$ cat src/rtl/bp_update_scheduler.sv
// Branch predictor table-port scheduler: arbitrates fetch lookups and queued
// resolution updates onto one shared BTB/gskew port, and raises mispredict flushes.
`timescale 1ns/1ps
module bp_update_scheduler #(
  parameter int unsigned PC_W   = 32,
  parameter int unsigned QDEPTH = 4
) (
  input  logic            clk,
  input  logic            rst_n,
  input  logic            lookup_req,
  input  logic [PC_W-1:0] lookup_pc,
  output logic            lookup_ack,
  input  logic            resolve_valid,
  input  logic [PC_W-1:0] resolve_pc,
  input  logic            resolve_taken,
  input  logic            resolve_pred,
  output logic            tbl_en,
  output logic            tbl_we,
  output logic [PC_W-1:0] tbl_pc,
  output logic            tbl_taken,
  input  logic            btb_hit,
  input  logic            gskew_pred,
  output logic            pred_valid,
  output logic            pred_taken,
  output logic            mispredict,
  output logic            q_overflow
);

  localparam int unsigned PTR_W = (QDEPTH > 1) ? $clog2(QDEPTH) : 1;
  localparam int unsigned CNT_W = $clog2(QDEPTH + 1);

  localparam logic [1:0] IDLE = 2'd0;
  localparam logic [1:0] RD   = 2'd1;
  localparam logic [1:0] RESP = 2'd2;
  localparam logic [1:0] WR   = 2'd3;

  logic [1:0]       state, next_state;
  logic [PC_W-1:0]  q_pc [QDEPTH];
  logic [QDEPTH-1:0] q_taken;
  logic [PTR_W-1:0] wr_ptr, rd_ptr;
  logic [CNT_W-1:0] count;
  logic [PC_W-1:0]  cap_pc;
  logic             squashed, rsp_pend;

  logic             ack_d, en_d, we_d, taken_d;
  logic [PC_W-1:0]  pc_d;

  logic q_full, do_pop, do_push, mp_now, in_flight;

  assign q_full    = (count == CNT_W'(QDEPTH));
  assign do_pop    = (state == WR) && (count != '0);
  assign do_push   = resolve_valid && (!q_full || do_pop);
  assign mp_now    = resolve_valid && (resolve_taken != resolve_pred);
  assign in_flight = (state == RD) || (state == RESP) || rsp_pend;

  // State register
  always_ff @(posedge clk or negedge rst_n) begin
    if (!rst_n) state <= IDLE;
    else        state <= next_state;
  end

  // Next state and next values of the registered port outputs
  always_comb begin
    next_state = state;
    ack_d      = 1'b0;
    en_d       = 1'b0;
    we_d       = 1'b0;
    pc_d       = '0;
    taken_d    = 1'b0;
    case (state)
      IDLE: begin
        if (lookup_req && !q_full) begin
          next_state = RD;
          ack_d      = 1'b1;
        end else if (count != '0) begin
          next_state = WR;
        end
      end
      RD: begin
        next_state = RESP;
        en_d       = 1'b1;
        pc_d       = cap_pc;
      end
      RESP: next_state = IDLE;
      WR: begin
        next_state = IDLE;
        en_d       = 1'b1;
        we_d       = 1'b1;
        pc_d       = q_pc[rd_ptr];
        taken_d    = q_taken[rd_ptr];
      end
      default: next_state = IDLE;
    endcase
  end

  // Registered outputs and lookup tracking
  always_ff @(posedge clk or negedge rst_n) begin
    if (!rst_n) begin
      lookup_ack <= 1'b0;
      tbl_en     <= 1'b0;
      tbl_we     <= 1'b0;
      tbl_pc     <= '0;
      tbl_taken  <= 1'b0;
      pred_valid <= 1'b0;
      pred_taken <= 1'b0;
      mispredict <= 1'b0;
      q_overflow <= 1'b0;
      cap_pc     <= '0;
      squashed   <= 1'b0;
      rsp_pend   <= 1'b0;
    end else begin
      lookup_ack <= ack_d;
      tbl_en     <= en_d;
      tbl_we     <= we_d;
      tbl_pc     <= pc_d;
      tbl_taken  <= taken_d;
      mispredict <= mp_now;
      q_overflow <= resolve_valid && q_full && !do_pop;
      rsp_pend   <= (state == RESP);
      // Table data returns one cycle after the read, so sample while rsp_pend
      pred_valid <= rsp_pend && !squashed && !mp_now;
      pred_taken <= rsp_pend && !squashed && !mp_now && btb_hit && gskew_pred;
      if (ack_d) begin
        cap_pc   <= lookup_pc;
        squashed <= 1'b0;
      end else if (mp_now && in_flight) begin
        squashed <= 1'b1;
      end
    end
  end

  // Resolution-update FIFO pointers and occupancy
  always_ff @(posedge clk or negedge rst_n) begin
    if (!rst_n) begin
      wr_ptr <= '0;
      rd_ptr <= '0;
      count  <= '0;
    end else begin
      if (do_push) wr_ptr <= wr_ptr + PTR_W'(1);
      if (do_pop)  rd_ptr <= rd_ptr + PTR_W'(1);
      case ({do_push, do_pop})
        2'b10:   count <= count + CNT_W'(1);
        2'b01:   count <= count - CNT_W'(1);
        default: count <= count;
      endcase
    end
  end

  // FIFO storage; contents are meaningless until written, so no reset
  always_ff @(posedge clk) begin
    if (do_push) begin
      q_pc[wr_ptr]    <= resolve_pc;
      q_taken[wr_ptr] <= resolve_taken;
    end
  end

endmodule

$ cat config.mk
export PLATFORM = sky130hd
export DESIGN_NAME = bp_update_scheduler
export DESIGN_NICKNAME = d
export VERILOG_FILES = /design/src/rtl/bp_update_scheduler.sv
export SDC_FILE = /design/constraint.sdc
export NUM_CORES = 1
export LEC_CHECK = 0
export CAP_MARGIN = 40
export CORE_ASPECT_RATIO = 1.4
export CORE_UTILIZATION = 54
export CTS_BUF_LIST = sky130_fd_sc_hd__clkbuf_16
export CTS_CLUSTER_DIAMETER = 200
export DETAILED_ROUTE_END_ITERATION = 6
export PLACE_DENSITY = 0.78
export REMOVE_ABC_BUFFERS = 1
export SYNTH_ARGS = -nofsm -noshare
export SYNTH_HDL_FRONTEND = slang
export SYNTH_SLANG_ARGS = --single-unit
export TNS_END_PERCENT = 1
$ cat constraint.sdc
create_clock -name clk -period 2.6 [get_ports clk]
set_input_delay 0.39 -clock clk [delete_from_list [all_inputs] [get_ports clk]]
set_output_delay 0.39 -clock clk [all_outputs]
set_load 0.01 [all_outputs]
==> flow_metrics.py <==
metrics = {
    "route": {
        "wl_per_cell_um": 22.0,
        "vias_per_cell": 5.61,
        "ant_nets": 0,
        "vias": 4041,
        "route.detailed.drc": 0,
        "routed_wl_um": 15900,
        "drt_iter0_markers": 203,
        "dr.pass1.iters": 6,
    },
    "clock_network": {
        "ctsHtreeMaxLevel": 1,
        "cts_tree": "built",
        "post_cts_resize_count": 0,
        "cts_buffers": 20,
        "cts_sinks": 215,
        "clockBufferDepth": 3,
        "path_clk_slew_ns": 0.06,
        "cts_setup_buffers": 0,
        "insertion_delay_ns": 0.49,
        "root_buffer": "clkbuf_16",
    },
    "timing": {
        "setup_viol": 0,
        "skew_ns": 0.00716,
        "fmax_mhz": 428,
        "rsz0062_at_grt": "no",
        "tightest_slew_ns": 0.627,
        "max_slew_margin_pct": 58.2,
        "timing.final.crit_share_pct": 89.8,
        "post-route-min-period_ns": 2.33,
        "fin_ws_ns": 0.266,
        "finalMaxSlewViolations": 0,
        "hold_viol": 0,
    },
    "place": {
        "place_hpwl_um": 10000,
        "dp_worst_setup_slack_ns": 0.250,
        "gp_routability_congestion": 0.739,
        "dpl.cell_count": 683,
        "io_buffers": 111,
    },
    "die": {
        "row_count": 52,
        "start_util_pct": 55.6,
        "pin_count": 112,
        "die_x_um": 106,
        "core-area_sq_um": 14600,
        "dieArea_sq_um": 15500,
        "die_h_um": 147,
    },
    "critical_path": {
        "slowest_delay_ns": 0.43,
        "slowest_stage": "or3b_4",
        "critPathLaunchType": "flip-flop",
        "worstPathArrival_ns": 2.75,
        "crit_chain": "or3b_4 > o21a_1 > inv_1 > ha_1 > inv_1 > fa_1 > xor2_1 > nor2_1 > xor2_1",
        "cp_top_family": "simple AND/OR/NAND/NOR gates",
        "crit_fanout": 7,
        "crit_path_end_kind": "flip-flop",
        "path_class": "flip-flop to flip-flop",
        "required_ns": 3.01,
        "worst-path-buf-inv": 2,
    },
    "logic_synthesis": {
        "ys_types": 32,
        "synth_top_cell_area_share_pct": 48.9,
        "syn_area_sq_um": 8100,
        "seq_area_frac_synth_pct": 74.6,
        "synth_top_area_cell": "edfxtp_1",
        "synth_area_leaders": "edfxtp_1 49%, dfrtp_1 26%, mux4_2 9.2%",
        "synth.avg_cell_area_sq_um": 20.9,
        "yosys_register_bits": 215,
        "yosysWarnings": 0,
        "postSynthCellCount": 388,
    },
    "power": {
        "seq_power_share_pct": 44.1,
        "clkPwrFrac_pct": 26.9,
        "p_sw_uw": 3160,
        "switching_share_pct": 27.0,
        "power.internal_uw": 8540,
        "powerDensity_nw_per_um2": 1140,
        "power.leakage_uw": 0.00390,
        "max-vdd-ir-drop_uv": 722,
        "pwr-share-comb_pct": 29.0,
    },
    "final_layout": {
        "fin_cells": 720,
        "layout.nets": 600,
        "num_antenna_cells": 0,
        "syn_to_final_growth_pct": 26.7,
        "drive_above_1_share_pct": 23.4,
    },
    "global_route": {
        "grt_pass1_wl_um": 25400,
        "first_global_vias": 4572,
        "grt_max_degree": 45,
        "grt_usage_pct": 21.9,
        "globalRouteOverflowTotal": 0,
        "antenna_found_initial": 0,
    },
    "status": {
        "outcome": "finished, final reports clean",
    },
    "job": {
        "drv_cap": 0,
    },
    "worst_hold_path": {
        "worstHoldPathType": "input pin to async pin",
    },
}
Yosys cell counts (all sizes together):
cell type / n
or2: 1
and3: 2
fa: 1
buf: 11
nand2b: 1
mux4: 33
nand2: 2
a21oi: 2
nor3b: 1
a31oi: 1
a22o: 32
ha: 10
nor2: 3
clkbuf: 9
edfxtp: 132
inv: 8
nand3b: 1
nor2b: 1
xnor2: 2
mux2: 35
or3b: 1
dfrtp: 83
o21a: 1
nor3: 3
o21ai: 1
xor2: 5
and2: 6
sequential cells by signal, summed over array words and instances (netlist names), 2 cells and up:
register  flops
q_pc        128
state         2
cap_pc       32
wr_ptr        2
tbl_pc       32
rd_ptr        2
q_taken       4
count         3
final timing paths:
path                                from          to  slack [ns]  depth (start not counted)
worst min-delay path               rst_n  cap_pc[29]        0.44                          2
worst max register to register  count[1]    count[2]        0.27                          9
worst max-delay path            count[1]    count[2]        0.27                          9
worst min register to register  count[2]    count[2]        0.49                          1
min in group clk                count[2]    count[2]        0.49                          1
max in group asynchronous          rst_n   cap_pc[0]        1.54                          3
power groups by stage:
stage / combinational, uW / clock [uW] / sequential [uW]
floorplan: 1970 / 0 / 5230
global placement: 3290 / 0 / 5160
detailed placement: 3390 / 0 / 5230
CTS: 3450 / 3190 / 5180
global route: 3650 / 3310 / 5280
finish: 3400 / 3150 / 5160
cells in the final DEF, fill, tap and decap left out, types with 7 or more instances in the layout:
cell | Yosys | layout
mux4_2 | 33 | 33
dfrtp_1 | 83 | 81
inv_1 | 8 | 11
edfxtp_1 | 132 | 132
clkdlybuf4s50_1 | 0 | 110
mux2_2 | 7 | 7
buf_12 | 3 | 8
mux2_4 | 28 | 28
ha_1 | 10 | 8
buf_4 | 0 | 8
a22o_1 | 32 | 32
clkbuf_16 | 0 | 21
cells by family after synthesis:
| group | share of synthesized area, % |
|---|---|
| adder cells (fa/ha/maj) | 1.79 |
| AO/OA/AOI/OAI | 3.82 |
| multiplexers | 15.3 |
| buffers and inverters | 2.07 |
| flip-flops | 74.6 |
| XOR/XNOR | 0.757 |
| AND/OR/NAND/NOR | 1.65 |
per-layer routing:
layer	global-route usage [%]	wire [um]	part of all wire [%]
met5	0	0	0
met4	10.5	646	4.1
met3	2.84	667	4.2
met2	38.3	8550	54
met1	27.1	6000	38
area by class of cell:
class / instances / area [sq um]
repair buffers: 127 / 1330
multi-input cells: 145 / 1900
fillers: 925 / 4310
clock buffers: 21 / 526
well taps: 189 / 236
flip-flops and latches: 215 / 6040
inverters: 8 / 30.0
clock inverters: 15 / 191
per-stage QoR:
step	utilization, %	hold WS [ns]	power (uW)	cell area, sq um	TNS [ns]
final	70.4	0.437	11700	10300	0
after global routing	70.4	0.500	12200	10300	0
after CTS	70.4	0.468	11800	10300	0
after detailed placement	65.4	0.431	8620	9530	0
after global placement	65.4	0.414	8450	9530	0
after floorplan	-	0.0944	7200	7960	-13.13
timing repair:
item	in CTS	in global routing
setup endpoints to repair	0	0
hold buffers	1	0
hold endpoints to repair	42	0
(Power assumes the default switching activity.)
